$ cat src/rtl/sysid_read_arbiter_pkg.sv
// ---------------------------------------------------------------------------
// sysid_arb_pkg
// Shared definitions for the system-ID read arbiter:
//   - arb_state_e : arbiter FSM states (IDLE, ISSUE, RESP)
//   - ADDR_W      : sysid slave word-address width
//   - DEFAULT_DATA_W : default readdata width
//   - NUM_REQ_MAX : largest supported requester count
//   - idx_w()     : ptr/grant index width for a given requester count
// ---------------------------------------------------------------------------
package sysid_arb_pkg;

  localparam int ADDR_W         = 1;
  localparam int DEFAULT_DATA_W = 32;
  localparam int NUM_REQ_MAX    = 8;

  typedef enum logic [1:0] {
    IDLE  = 2'd0,
    ISSUE = 2'd1,
    RESP  = 2'd2
  } arb_state_e;

  // clog2 of the requester count, never narrower than one bit.
  function automatic int idx_w(input int num_req);
    return (num_req <= 2) ? 1 : $clog2(num_req);
  endfunction

endpackage

$ cat src/rtl/sysid_read_arbiter_if.sv
// ---------------------------------------------------------------------------
// sysid_read_arbiter_if
// Bundles the requester-side Avalon-MM read signals and the sysid slave
// signals of the arbiter.
//   req_read / req_address          : per-requester read request + word address
//   req_waitrequest                 : per-requester stall (low on accept cycle)
//   req_readdatavalid / req_readdata: one-hot response strobe + shared data
//   slv_address / slv_read          : access driven to the sysid slave
//   slv_readdata                    : combinational slave read data
// Modports:
//   slave  : the arbiter's view (it is the slave of the requesters)
//   master : the environment's view (requesters plus sysid slave)
// ---------------------------------------------------------------------------
interface sysid_read_arbiter_if
  import sysid_arb_pkg::*;
#(
  parameter int NUM_REQ = 2,
  parameter int DATA_W  = DEFAULT_DATA_W
);

  logic [NUM_REQ-1:0] req_read;
  logic [NUM_REQ-1:0] req_address;
  logic [NUM_REQ-1:0] req_waitrequest;
  logic [NUM_REQ-1:0] req_readdatavalid;
  logic [DATA_W-1:0]  req_readdata;
  logic [ADDR_W-1:0]  slv_address;
  logic               slv_read;
  logic [DATA_W-1:0]  slv_readdata;

  modport slave (
    input  req_read, req_address, slv_readdata,
    output req_waitrequest, req_readdatavalid, req_readdata,
           slv_address, slv_read
  );

  modport master (
    output req_read, req_address, slv_readdata,
    input  req_waitrequest, req_readdatavalid, req_readdata,
           slv_address, slv_read
  );

endinterface

$ cat src/rtl/sysid_read_arbiter_rr_arbiter.sv
// ---------------------------------------------------------------------------
// rr_arbiter
// Purely combinational round-robin picker.
//   req       in  : request vector
//   ptr       in  : index where the search starts (highest priority)
//   grant     out : one-hot winner
//   grant_idx out : encoded winner index
//   any_req   out : at least one request is present
// The pointer register lives in the parent.
// ---------------------------------------------------------------------------
module rr_arbiter
  import sysid_arb_pkg::*;
#(
  parameter int NUM_REQ = 2,
  parameter int IDX_W   = idx_w(NUM_REQ)
) (
  input  logic [NUM_REQ-1:0] req,
  input  logic [IDX_W-1:0]   ptr,
  output logic [NUM_REQ-1:0] grant,
  output logic [IDX_W-1:0]   grant_idx,
  output logic               any_req
);

  logic             found;
  logic [IDX_W-1:0] cand;

  // Walk the requesters starting at ptr; the first one found wins, so the
  // lowest index at or after ptr (with wrap-around) has priority.
  always_comb begin
    grant     = '0;
    grant_idx = '0;
    any_req   = |req;
    found     = 1'b0;
    cand      = '0;
    for (int off = 0; off < NUM_REQ; off++) begin
      cand = IDX_W'((int'(ptr) + off) % NUM_REQ);
      if (!found && req[cand]) begin
        found       = 1'b1;
        grant_idx   = cand;
        grant[cand] = 1'b1;
      end
    end
  end

endmodule

$ cat src/rtl/sysid_read_arbiter.sv
// ---------------------------------------------------------------------------
// sysid_read_arbiter
// Round-robin read arbiter sharing one sysid slave between NUM_REQ
// Avalon-MM read requesters.
//   clock : system clock, rising edge
//   reset : synchronous, active-high
//   bus   : sysid_read_arbiter_if.slave (requester and slave signals)
// Parameters: NUM_REQ (2..8), DATA_W (readdata width).
// Optional feature macro SYSID_READ_CACHE_EN: when defined, each of the two
// slave words is cached after its first read and later reads are served
// from the cache without a slave access. Handshake timing is unchanged.
// ---------------------------------------------------------------------------
module sysid_read_arbiter
  import sysid_arb_pkg::*;
#(
  parameter int NUM_REQ = 2,
  parameter int DATA_W  = DEFAULT_DATA_W
) (
  input logic            clock,
  input logic            reset,
  sysid_read_arbiter_if.slave bus
);

  localparam int IDX_W = idx_w(NUM_REQ);

  arb_state_e          state_q, state_d;
  logic [IDX_W-1:0]    ptr_q, ptr_d;
  logic [IDX_W-1:0]    grant_q, grant_d;
  logic [ADDR_W-1:0]   addr_q, addr_d;
  logic [DATA_W-1:0]   data_q, data_d;
  logic [ADDR_W-1:0]   slv_addr_q, slv_addr_d;

  logic [NUM_REQ-1:0]  arb_grant;
  logic [IDX_W-1:0]    arb_idx;
  logic                arb_any;
  logic [ADDR_W-1:0]   new_addr;

  logic [NUM_REQ-1:0]  wait_n;
  logic [NUM_REQ-1:0]  rdv;
  logic                slv_access;

`ifdef SYSID_READ_CACHE_EN
  logic [1:0][DATA_W-1:0] cache_data_q, cache_data_d;
  logic [1:0]             cache_valid_q, cache_valid_d;
`endif

  rr_arbiter #(
    .NUM_REQ (NUM_REQ),
    .IDX_W   (IDX_W)
  ) u_rr_arbiter (
    .req       (bus.req_read),
    .ptr       (ptr_q),
    .grant     (arb_grant),
    .grant_idx (arb_idx),
    .any_req   (arb_any)
  );

  // Address of whichever requester the picker selected this cycle.
  assign new_addr = |(arb_grant & bus.req_address);

  // Next-state and output logic. Arbitration happens in IDLE and again in
  // RESP, so a waiting requester is accepted right after the previous
  // response and throughput is one read every two cycles.
  always_comb begin
    state_d    = state_q;
    ptr_d      = ptr_q;
    grant_d    = grant_q;
    addr_d     = addr_q;
    data_d     = data_q;
    slv_addr_d = slv_addr_q;
    wait_n     = '1;
    rdv        = '0;
    slv_access = 1'b0;
`ifdef SYSID_READ_CACHE_EN
    cache_data_d  = cache_data_q;
    cache_valid_d = cache_valid_q;
`endif

    unique case (state_q)
      IDLE: begin
        if (arb_any) begin
          grant_d = arb_idx;
          addr_d  = new_addr;
          state_d = ISSUE;
        end
      end

      ISSUE: begin
        wait_n[grant_q] = 1'b0;
`ifdef SYSID_READ_CACHE_EN
        // A hit leaves the slave untouched and serves the cached word.
        if (cache_valid_q[addr_q]) begin
          data_d = cache_data_q[addr_q];
        end else begin
          slv_access            = 1'b1;
          slv_addr_d            = addr_q;
          data_d                = bus.slv_readdata;
          cache_data_d[addr_q]  = bus.slv_readdata;
          cache_valid_d[addr_q] = 1'b1;
        end
`else
        slv_access = 1'b1;
        slv_addr_d = addr_q;
        data_d     = bus.slv_readdata;
`endif
        ptr_d   = (grant_q == IDX_W'(NUM_REQ - 1)) ? '0 : grant_q + 1'b1;
        state_d = RESP;
      end

      RESP: begin
        rdv[grant_q] = 1'b1;
        if (arb_any) begin
          grant_d = arb_idx;
          addr_d  = new_addr;
          state_d = ISSUE;
        end else begin
          state_d = IDLE;
        end
      end

      default: state_d = IDLE;
    endcase
  end

  // State registers; reset discards any in-flight transaction and restarts
  // arbitration from requester 0.
  always_ff @(posedge clock) begin
    if (reset) begin
      state_q    <= IDLE;
      ptr_q      <= '0;
      grant_q    <= '0;
      addr_q     <= '0;
      data_q     <= '0;
      slv_addr_q <= '0;
    end else begin
      state_q    <= state_d;
      ptr_q      <= ptr_d;
      grant_q    <= grant_d;
      addr_q     <= addr_d;
      data_q     <= data_d;
      slv_addr_q <= slv_addr_d;
    end
  end

`ifdef SYSID_READ_CACHE_EN
  // Cache contents are only ever invalidated by reset.
  always_ff @(posedge clock) begin
    if (reset) begin
      cache_data_q  <= '0;
      cache_valid_q <= '0;
    end else begin
      cache_data_q  <= cache_data_d;
      cache_valid_q <= cache_valid_d;
    end
  end
`endif

  // slv_address shows the new address during a real access and otherwise
  // keeps the address of the last access.
  assign bus.req_waitrequest   = wait_n;
  assign bus.req_readdatavalid = rdv;
  assign bus.req_readdata      = data_q;
  assign bus.slv_read          = slv_access;
  assign bus.slv_address       = slv_access ? addr_q : slv_addr_q;

endmodule

$ cat src/flat_wrapper.sv
// flat-port wrapper written by rule: the top's interface ports become plain ports
module sysid_read_arbiter_flat import sysid_arb_pkg::*;
#(
  parameter int NUM_REQ = 2,
  parameter int DATA_W  = DEFAULT_DATA_W
)
  (clock, reset, bus_req_read, bus_req_address, bus_slv_readdata, bus_req_waitrequest, bus_req_readdatavalid, bus_req_readdata, bus_slv_address, bus_slv_read);
  sysid_read_arbiter_if #(.NUM_REQ(NUM_REQ), .DATA_W(DATA_W)) bus_i ();
  input logic clock;
  input logic reset;
  input wire logic [$bits(bus_i.req_read)-1:0] bus_req_read;
  input wire logic [$bits(bus_i.req_address)-1:0] bus_req_address;
  input wire logic [$bits(bus_i.slv_readdata)-1:0] bus_slv_readdata;
  output wire logic [$bits(bus_i.req_waitrequest)-1:0] bus_req_waitrequest;
  output wire logic [$bits(bus_i.req_readdatavalid)-1:0] bus_req_readdatavalid;
  output wire logic [$bits(bus_i.req_readdata)-1:0] bus_req_readdata;
  output wire logic [$bits(bus_i.slv_address)-1:0] bus_slv_address;
  output wire logic [$bits(bus_i.slv_read)-1:0] bus_slv_read;
  assign bus_i.req_read = bus_req_read;
  assign bus_i.req_address = bus_req_address;
  assign bus_i.slv_readdata = bus_slv_readdata;
  assign bus_req_waitrequest = bus_i.req_waitrequest;
  assign bus_req_readdatavalid = bus_i.req_readdatavalid;
  assign bus_req_readdata = bus_i.req_readdata;
  assign bus_slv_address = bus_i.slv_address;
  assign bus_slv_read = bus_i.slv_read;
  sysid_read_arbiter #(.NUM_REQ(NUM_REQ), .DATA_W(DATA_W)) u_core (.clock(clock), .reset(reset), .bus(bus_i));
endmodule
$ cat config.mk
export PLATFORM = sky130hd
export DESIGN_NAME = sysid_read_arbiter_flat
export DESIGN_NICKNAME = d
export VERILOG_FILES = /design/src/rtl/sysid_read_arbiter_pkg.sv /design/src/rtl/sysid_read_arbiter_if.sv /design/src/rtl/sysid_read_arbiter_rr_arbiter.sv /design/src/rtl/sysid_read_arbiter.sv /design/src/flat_wrapper.sv
export SDC_FILE = /design/constraint.sdc
export NUM_CORES = 1
export LEC_CHECK = 0
export BUFFER_PORTS_ARGS = -buffer_cell sky130_fd_sc_hd__buf_2
export CORE_MARGIN = 4
export CORE_UTILIZATION = 46
export CTS_CLUSTER_DIAMETER = 40
export DETAILED_ROUTE_END_ITERATION = 8
export GPL_TIMING_DRIVEN = 0
export PLACE_DENSITY_LB_ADDON = 0.3
export SLEW_MARGIN = 20
export SYNTH_ARGS = -nofsm -noshare
export SYNTH_HDL_FRONTEND = slang
export SYNTH_HIERARCHICAL = 1
export SYNTH_SLANG_ARGS = --single-unit
$ cat constraint.sdc
create_clock -name clock -period 3.15 [get_ports clock]
set_clock_uncertainty 0.1 [all_clocks]
set_input_delay 0.315 -clock clock [delete_from_list [all_inputs] [get_ports clock]]
set_output_delay 0.315 -clock clock [all_outputs]
set_load 0.01 [all_outputs]
* Yosys cells after proc, flatten, opt, wreduce, memory -nomap -nowiden
Index checks and enable logic that the tools add are counted.
W data, S select, Z words.
** Operators by class
- Magnitude comparators :: 6
- Equality and inequality tests :: 3
- Muxes and demuxes :: 23
- Reduce and logical (&&, ||, !) cells :: 10
- $add $sub $neg :: 2
- Bitwise logic cells :: 3
** Operators by type and width (count)
- $mux W1 :: 14
- $mux W2 :: 5
- $lt A1 B2 Y1 const B :: 3
- $pmux W2 S3 :: 1
- $reduce_or A2 Y1 :: 3
- $logic_and A1 B1 Y1 :: 4
- $demux W1 S1 :: 3
- $ge A1 B1 Y1 const B :: 3
- $add A1 B1 Y1 const B :: 2
- $and A2 B2 Y2 :: 1
- $eq A2 B1 Y1 const B :: 1
- $eq A2 B2 Y1 const B :: 1
- $logic_not A2 Y1 :: 1
- $ne A2 B1 Y1 const B :: 1
- $not A2 Y2 :: 1
- $or A2 B2 Y2 :: 1
- $reduce_and A2 Y1 :: 1
- $logic_not A1 Y1 :: 1
** Word-level totals
- Output and inout port bits :: 38
- Register bits :: 38
- Word-level logic and storage cells :: 53

* Logic depth before layout (Yosys ltp)
Gate-level depths: netlist (run 1).
- Depth in word-level cells :: 9
- Mapped depth :: 6
- Mapped depth without buffers :: 4

* Modules after synthesis
Netlist (run 1), hierarchy kept.
** By module, submodules not included
- sysid_read_arbiter :: area an instance 1348.8 µm², sequential area each 760.7 µm², instances 1, cells each 165
- rr_arbiter :: area an instance 32.5 µm², sequential area each 0.0 µm², instances 1, cells each 5

* Least setup slack after synthesis (run 1)
No wires, ideal clock.
- Path kind :: reg-to-output
- From :: register u_core.state_q[1]
- To :: output bus_slv_address
- Slack :: 1.771 ns
- Stages on the path, launching flop included :: 5
- Arrival time :: 0.964 ns
- Required time :: 2.735 ns
- Path through :: dfxtp_1 -> nand2b_1 -> buf_4 -> inv_4 -> mux2_4
** Between the ends
- Word-level cells in the longest chain between the ends :: 3
** Ends and longest elaborated chain
- start, declared :: line sysid_read_arbiter.sv:26 : arb_state_e state_q, state_d;
- start signal, assigned :: line sysid_read_arbiter.sv:136 : state_q <= state_d;
- $eq A2 B1 Y1 :: line sysid_read_arbiter.sv:79 : unique case (state_q)
- $mux W1 :: line sysid_read_arbiter.sv:79
- $mux W1 :: line sysid_read_arbiter.sv:164 : assign bus.slv_address = slv_access ? addr_q : slv_addr_q;
- end, declared :: line flat_wrapper.sv:17 : output wire logic [$bits(bus_i.slv_address)-1:0] bus_slv_address;
No other way between the ends.

* Worst setup path in the final report (run 1)
- From :: register u_core.state_q[0]
- To :: output bus_slv_address
Same word-level chain as after synthesis.

==> results of run 1 <==
## flip-flops by register name, summed over array words and instances (netlist names)
| register | cells |
|---|---|
| u_core/grant_q | 1 |
| u_core/state_q | 2 |
| u_core/addr_q | 1 |
| u_core/bus.req_readdata | 32 |
| u_core/slv_addr_q | 1 |
| u_core/ptr_q | 1 |
## cell families after synthesis
logic type,count (synthesis),synth area share (%)
flip-flops,38,55.1
buffers and inverters,13,5.16
AND/OR/NAND/NOR,80,24.1
AO/OA/AOI/OAI,38,14.6
multiplexers,1,1.09
## worst reg2reg max path: stages, from the launching register on
cell,delay [ps]
dfxtp_1,390
nand2b_1,70
buf_4,170
inv_4,110
mux2_4,310
nor2b_4,120
## Yosys cell counts (2+ instances only)
master,n,area share (%)
nand2_1,68,18
dfxtp_1,38,55
a21oi_1,34,12
buf_2,4,1.4
buf_4,4,2.2
a21boi_0,3,1.6
nand2b_1,3,1.4
nor2_1,3,0.82
clkbuf_1,2,0.54
## path summary, 6_finish.rpt
path | start | end | slack (ps)
max | u_core/state_q[0] | bus_slv_address | 1220
min | bus_slv_readdata[12] | u_core/bus.req_readdata[12] | 100
max reg2reg | u_core/state_q[0] | u_core/slv_addr_q | 1800
min reg2reg | u_core/bus.req_readdata[5] | u_core/bus.req_readdata[5] | 360
## area by class of cell
cell class                      instances  area, µm²
Clock buffer                            7       45.0
Fill cell                             263        940
Buffer                                 11       61.3
Timing Repair Buffer                   74        370
Clock inverter                          1       30.0
Tap cell                               31       38.8
Inverter                                2       10.0
Multi-Input combinational cell        119        549
Sequential cell                        38        761
## where the power goes
group / internal [W] / switching, W / leakage [nW]
Sequential: 0.000510 / 0.0000143 / 0.311
Clock: 0.000168 / 0.000144 / 0.0395
Combinational: 0.0000667 / 0.0000812 / 0.544
Total: 0.000745 / 0.000240 / 0.895
## cell usage in the layout, fill, tap and decap left out
cell / synthesis / routed
buf_1: 1 / 1
nand2_1: 68 / 68
buf_4: 4 / 4
nor2b_4: 1 / 1
or2_1: 1 / 1
nor3b_1: 1 / 1
nor2_1: 3 / 3
inv_1: 1 / 1
clkbuf_4: 0 / 5
bufinv_16: 0 / 1
buf_2: 4 / 78
nand2b_1: 3 / 3
dfxtp_1: 38 / 38
nor2b_1: 1 / 1
nor3_1: 1 / 1
a21oi_1: 34 / 34
a221oi_1: 1 / 1
clkbuf_1: 2 / 4
inv_4: 1 / 1
and3b_1: 1 / 1
a21boi_0: 3 / 3
mux2_4: 1 / 1
## per-layer routing
layer / vias up / track usage (%) / wire [µm]
met1: 554 / 20.2 / 1320
met4: 0 / 5.79 / 35
met2: 56 / 26.2 / 1450
li1: 709 / - / -
met5: - / 0 / 0
met3: 4 / 9.53 / 365
## through the flow
step                hold slack, ps  std cells  area [µm²]  power (W)  setup slack [ps]
finish                         105        283        1870   0.000984              1220
CTS                           90.6        283        1870   0.000995              1190
global route                  71.6        283        1870    0.00105              1080
global placement               338        275        1790   0.000682              1580
detailed placement             343        275        1790   0.000684              1580
floorplan                      347        170        1380   0.000619              1770
==> impl_metrics.csv, run 1 <==
group,metric,value,unit
hold_path,whs_path_depth,3,
die,ios,76,
sta,fin_setup_tns,0,ps
clock_network,ctsHoldBuffers,0,
die,coreArea,2810,µm²
sta,hold_viol_final,0,
setup_path,cp_top_family,"buffers and inverters",
cells_and_area,diodes,0,
synthesis,synth-edff-count,0,
synthesis,synth_cell_types,20,
die,row_count,19,
outcome,status,"finished, final reports clean",
place,place_congestion,0.730,
sta,period_share,61.2,%
setup_path,cp_max_fo,9,
die,initial_utilization,49.2,%
setup_path,rr_worst_depth,5,
clock_network,clkTransAtPathRegs,110,ps
sta,period_needed,1930,ps
clock_network,clockRootBuffer,"clkbuf_4",
setup_path,critPathMaxStageDelay,390,ps
drt,via_count,1323,
synthesis,yosysSeqAreaShare,55.1,%
global_routing,grt_pass1_wl,5330,µm
clock_network,cts_made_buffers,5,
cells_and_area,fin_util,66.5,%
die,die_width,62.8,µm
setup_path,critPathKind,"reg2out",
die,dieArea,3940,µm²
synthesis,syn_area_per_cell,8.13,µm²
sta,rsz0062_at_grt,"no",
synthesis,synthArstFlopShare,0,%
clock_network,cts_tree,"yes",
cells_and_area,drive_gt1_share,36.1,%
synthesis,yosysWarningCount,6,
setup_path,arrival,1510,ps
job,max_cap_viol_count,0,
power_and_ir_drop,p_leak,0.895,nW
sta,tightestPinTransition,448,ps
setup_path,path_buf_inv,3,
setup_path,cp.depth,5,
power_and_ir_drop,power.density,528,nW/µm²
global_routing,grt_pass1_vias,1209,
sta,fmax,0.519,GHz
clock_network,clock-sinks,38,
setup_path,end_kind,"primary output",
place,dp_hpwl,2400,µm
place,port_buffers,74,
cells_and_area,nets,289,
global_routing,antenna_found_initial,0,
clock_network,clock_latency,330,ps
drt,drtAntennaViolNets,0,
drt,drt-initial-drc-count,77,
clock_network,postCtsSetupRepairBufs,0,
setup_path,worstPathRequired,2730,ps
setup_path,slowest_stage,"dfxtp_1",
cells_and_area,syn2layout_area_growth,35.1,%
clock_network,clk_path_buf_depth,2,
drt,wl_per_cell,11.2,µm
global_routing,grt_max_degree,12,
sta,slew_headroom,70.1,%
sta,setup_viol,0,
drt,viasPerCell,4.67,
drt,firstDrtPassIters,6,
die,dieHeight,62.8,µm
setup_path,start_kind,"flop",
drt,routed_wl,3170,µm
synthesis,syn_area,1380,µm²
clock_network,h-tree-depth,2,
global_routing,globalRouteTotalUtil,17.1,%
synthesis,synth_flop_cell,"dfxtp_1",
drt,drcViolationCount,0,
clock_network,post_cts_resized,0,
hold_path,hp-class,"in2reg",
power_and_ir_drop,peakVddDrop,323,µV
sta,slew_viol_final,0,
synthesis,syn_nets,208,
setup_path,cp_cell_sequence,"nand2b_1 -> buf_4 -> inv_4 -> mux2_4 -> buf_2",
synthesis,syn_inst,170,
synthesis,synth-seq-cells,38,
global_routing,grt_overflow,0,
(Power assumes the default switching activity.)
==> run 2: changes to the inputs <==
- CORE_UTILIZATION: 46 -> 39
- clock period: 3.15 -> 1.7 ns (I/O delays scaled with it)
==> impl_metrics.csv, run 2 (same netlist as run 1, synthesis figures left out) <==
group,metric,value,unit
outcome,status,"finished, final reports clean",
sta,setup_viol,0,
cells_and_area,syn2layout_area_growth,60.3,%
drt,via_count,1484,
power_and_ir_drop,p_int,0.00131,W
clock_network,clock_latency,320,ps
power_and_ir_drop,p_comb_share,19.9,%
sta,hold_viol_final,0,
sta,period_share,92.2,%
setup_path,cp_max_fo,4,
setup_path,critPathKind,"reg2out",
sta,fin_setup_tns,0,ps
setup_path,arrival,1300,ps
clock_network,clk_path_buf_depth,2,
drt,m1WireLength,1600,µm
place,post_dp_cell_area,1810,µm²
setup_path,worstPathRequired,1430,ps
cells_and_area,diodes,0,
global_routing,antenna_found_initial,0,
drt,dr_wl_met2,2030,µm
sta,tightestPinTransition,485,ps
setup_path,path_buf_inv,2,
die,ios,76,
clock_network,clkTransAtPathRegs,100,ps
die,coreArea,3390,µm²
cells_and_area,largest_register_ffs,32,
setup_path,start_kind,"flop",
drt,drtAntennaViolNets,0,
place,placed_cells,290,
drt,dr_wl_met3,337,µm
setup_path,slowest_stage,"dfxtp_2",
global_routing,grt_overflow,0,
power_and_ir_drop,power_frac_clock,25.0,%
drt,drt-initial-drc-count,79,
global_routing,globalRouteTotalUtil,19.1,%
global_routing,grt_max_degree,11,
setup_path,end_kind,"primary output",
cells_and_area,drive_gt1_share,33.8,%
sta,slew_headroom,67.7,%
clock_network,h-tree-depth,2,
hold_path,hp-class,"in2reg",
power_and_ir_drop,power,0.00177,W
die,dieHeight,67.5,µm
sta,rsz0062_at_grt,"no",
clock_network,clock-sinks,38,
power_and_ir_drop,p_sw,0.000455,W
drt,wl_per_cell,12.3,µm
setup_path,critPathMaxStageDelay,330,ps
drt,firstDrtPassIters,4,
sta,slew_viol_final,0,
power_and_ir_drop,swShare,25.7,%
power_and_ir_drop,peakVddDrop,516,µV
clock_network,clockRootBuffer,"clkbuf_4",
clock_network,cts_tree,"yes",
sta,hold_slack,52.8,ps
place,dp_hpwl,2470,µm
power_and_ir_drop,sequentialPowerShare,55.0,%
cells_and_area,fin_area,2210,µm²
global_routing,grt_pass1_vias,1491,
die,row_count,21,
global_routing,grt_pass1_wl,6490,µm
drt,routed_wl,4040,µm
sta,fmax,0.638,GHz
place,port_buffers,74,
place,place_congestion,0.665,
power_and_ir_drop,p_leak,1.03,nW
cells_and_area,layout_commonest_cell,"buf_2",
die,dieArea,4560,µm²
drt,routed.top_layer,"met4",
job,max_cap_viol_count,0,
clock_network,cts_made_buffers,5,
cells_and_area,nets,323,
cells_and_area,final_cells,330,
setup_path,cp_cell_sequence,"nand2b_4 -> inv_6 -> mux2_4 -> buf_6",
drt,viasPerCell,4.50,
cells_and_area,final_cell_mix,"buf_2 (77), nand2_1 (68), dfxtp_1 (36)",
power_and_ir_drop,power.density,798,nW/µm²
die,die_width,67.5,µm
sta,period_needed,1570,ps
setup_path,cp_top_family,"flip-flops",
drt,drcViolationCount,0,
die,initial_utilization,40.8,%
[run 2: power groups by stage]
stage               sequential (W)  clock, W  combinational, W
floorplan                  0.00101         0          0.000135
global placement          0.000989         0          0.000278
detailed placement        0.000992         0          0.000279
CTS                       0.000973  0.000466          0.000352
global route              0.000980  0.000506          0.000389
finish                    0.000972  0.000442          0.000352
[run 2: cell type report]
class                      count  area (µm²)
fill                         289        1170
sequential                    38         763
timing repair buffer         109         719
multi-input combinational    119         557
tap                           46        57.6
buffer                        10        53.8
clock buffer                   6        51.3
inverter                       2        12.5
[run 2: worst paths after layout]
kind	slack (ps)	to	startpoint	cells past startpoint
worst max-delay path	130	bus_slv_address	u_core/state_q[1]	4
worst min-delay path	50	u_core/slv_addr_q	reset	2
worst max register to register	420	u_core/bus.req_readdata[1]	u_core/state_q[1]	5
worst min register to register	350	u_core/bus.req_readdata[31]	u_core/bus.req_readdata[31]	2
[run 2: repair_timing]
item,4_1_cts,5_1_grt
setup endpoints to repair,2,1
hold buffers,32,0
hold endpoints to repair,32,0
gates resized for setup,6,0
buffers inserted,3,0
[run 2: stage by stage]
step                setup WS [ps]  util [%]
floorplan                     396         -
global placement              271      53.4
detailed placement            276      53.4
CTS                          17.7      65.7
global route                 42.9      65.3
finish                        132      65.3
[run 2: routing by layer]
layer  vias to the layer above  global-route usage (%)
met1                       640                    20.5
li1                        776                       -
met2                        60                    33.8
met3                         8                    6.49
met4                         0                    8.35
met5                         -                       0
==> run 3: changes to the inputs <==
- CAP_MARGIN: unset -> 15
- CELL_PAD_IN_SITES_DETAIL_PLACEMENT: unset -> 1
- CELL_PAD_IN_SITES_GLOBAL_PLACEMENT: unset -> 2
- CORE_UTILIZATION: 39 -> 20
==> impl_metrics.csv, run 3 (same netlist as run 1, synthesis figures left out) <==
group,metric,value,unit
setup_path,start_kind,"flop",
sta,period_share,96.5,%
global_routing,antenna_found_initial,0,
setup_path,cp_common_cell,"buf_6",
sta,tightestPinTransition,530,ps
die,ios,76,
sta,hold_viol_final,0,
die,dieHeight,91.1,µm
setup_path,worstPathRequired,1430,ps
cells_and_area,seq_area,763,µm²
drt,routed_wl,4140,µm
drt,wl_per_cell,12.4,µm
die,row_count,30,
cells_and_area,final.fill_count,852,
power_and_ir_drop,swShare,26.4,%
sta,period_needed,1640,ps
cells_and_area,nets,292,
sta,slew_viol_final,0,
power_and_ir_drop,peakVddDrop,300,µV
power_and_ir_drop,power_frac_clock,33.6,%
setup_path,cp_max_fo,9,
drt,drt-initial-drc-count,13,
cells_and_area,final_cell_mix,"buf_2 (77), nand2_1 (68), dfxtp_1 (36)",
clock_network,clock-sinks,38,
place,port_buffers,74,
global_routing,grt_pass1_wl,6460,µm
cells_and_area,diodes,0,
drt,viasPerCell,4.11,
global_routing,grt_overflow,0,
power_and_ir_drop,p_sw,0.000505,W
cells_and_area,layout_commonest_cell,"buf_2",
drt,via_count,1376,
setup_path,slowest_stage,"dfxtp_2",
sta,fmax,0.610,GHz
cells_and_area,multi_input_area,557,µm²
sta,setup_viol,0,
die,coreArea,6760,µm²
drt,drcViolationCount,0,
hold_path,hp-class,"in2reg",
place,dp_hpwl,3100,µm
clock_network,h-tree-depth,2,
sta,rsz0062_at_grt,"no",
sta,fin_setup_tns,0,ps
clock_network,clock_latency,280,ps
drt,firstDrtPassIters,2,
outcome,status,"finished, final reports clean",
job,max_cap_viol_count,0,
setup_path,arrival,1370,ps
cells_and_area,syn2layout_area_growth,44.5,%
clock_network,clockRootBuffer,"clkbuf_8",
drt,drtAntennaViolNets,0,
die,die_width,91.1,µm
setup_path,end_kind,"primary output",
power_and_ir_drop,sequentialPowerShare,50.8,%
place,place_congestion,0.678,
die,initial_utilization,20.4,%
clock_network,clkTransAtPathRegs,70,ps
global_routing,grt_pass1_vias,1310,
power_and_ir_drop,p_int,0.00141,W
die,dieArea,8300,µm²
cells_and_area,drive_gt1_share,37.6,%
power_and_ir_drop,p_comb_share,15.5,%
setup_path,critPathMaxStageDelay,320,ps
place,place_ws,208,ps
global_routing,globalRouteTotalUtil,9.84,%
clock_network,clk_path_buf_depth,2,
clock_network,cts_made_buffers,5,
clock_network,cts_tree,"yes",
cells_and_area,largest_register_ffs,32,
power_and_ir_drop,power.density,958,nW/µm²
sta,slew_headroom,64.7,%
sta,worst_slack,59.5,ps
power_and_ir_drop,p_leak,0.923,nW
global_routing,grt_max_degree,12,
setup_path,cp_cell_sequence,"nand2b_4 -> buf_6 -> inv_8 -> mux2_4 -> buf_6",
setup_path,critPathKind,"reg2out",
## run 3: final timing paths
| check | start | end | slack [ps] | depth (start not counted) |
|---|---|---|---|---|
| worst min register to register | u_core/bus.req_readdata[7] | u_core/bus.req_readdata[7] | 350 | 2 |
| worst max register to register | u_core/state_q[1] | u_core/bus.req_readdata[28] | 380 | 6 |
| worst max-delay path | u_core/state_q[1] | bus_slv_address | 60 | 5 |
| worst min-delay path | bus_slv_readdata[7] | u_core/bus.req_readdata[7] | 20 | 3 |
## run 3: what timing repair did
item | 4_1_cts | 5_1_grt
setup endpoints to repair | 3 | 1
pin swaps | 0 | 0
hold buffers | 1 | 1
gates resized for setup | 5 | 2
buffers inserted | 1 | 0
hold endpoints to repair | 1 | 1
## run 3: layout make-up
cell class / instances / share of cell area [%]
Sequential cell: 38 / 38.2
Multi-Input combinational cell: 119 / 27.9
Timing Repair Buffer: 77 / 20.3
Tap cell: 80 / 5.02
Clock buffer: 7 / 4.33
Buffer: 11 / 3.26
Inverter: 2 / 0.752
Clock inverter: 1 / 0.251
## run 3: power by group through the flow
stage	logic, W	registers [W]	clock network [W]
global route	0.000335	0.000981	0.000725
CTS	0.000304	0.000973	0.000686
detailed placement	0.000292	0.000993	0
global placement	0.000290	0.000992	0
finish	0.000297	0.000972	0.000643
floorplan	0.000135	0.00101	0
## run 3: critical path: cells and delay by family (launching register included)
family,cells,cell delay (ps)
simple gates,1,140
buf+inv,3,310
flops,1,320
mux,1,310
## run 3: metal layers
metal / part of all wire [%] / vias to the layer above / track usage [%]
li1: - / 713 / -
met4: 1.5 / 0 / 4.15
met2: 47 / 45 / 16.2
met5: 0 / - / 0
met3: 5.7 / 5 / 2.90
met1: 45 / 613 / 11.9
## run 3: metrics by stage
step / power, W / instances / instance area, µm² / util (%) / hold WS, ps
2_1_floorplan: 0.00115 / 170 / 1380 / - / 206
3_3_place_gp: 0.00128 / 324 / 1850 / 27.4 / 313
3_5_place_dp: 0.00128 / 324 / 1850 / 27.4 / 319
4_1_cts: 0.00196 / 334 / 1980 / 29.3 / 2.20
5_1_grt: 0.00204 / 335 / 2000 / 29.5 / 7.31
6_report: 0.00191 / 335 / 2000 / 29.5 / 17.7
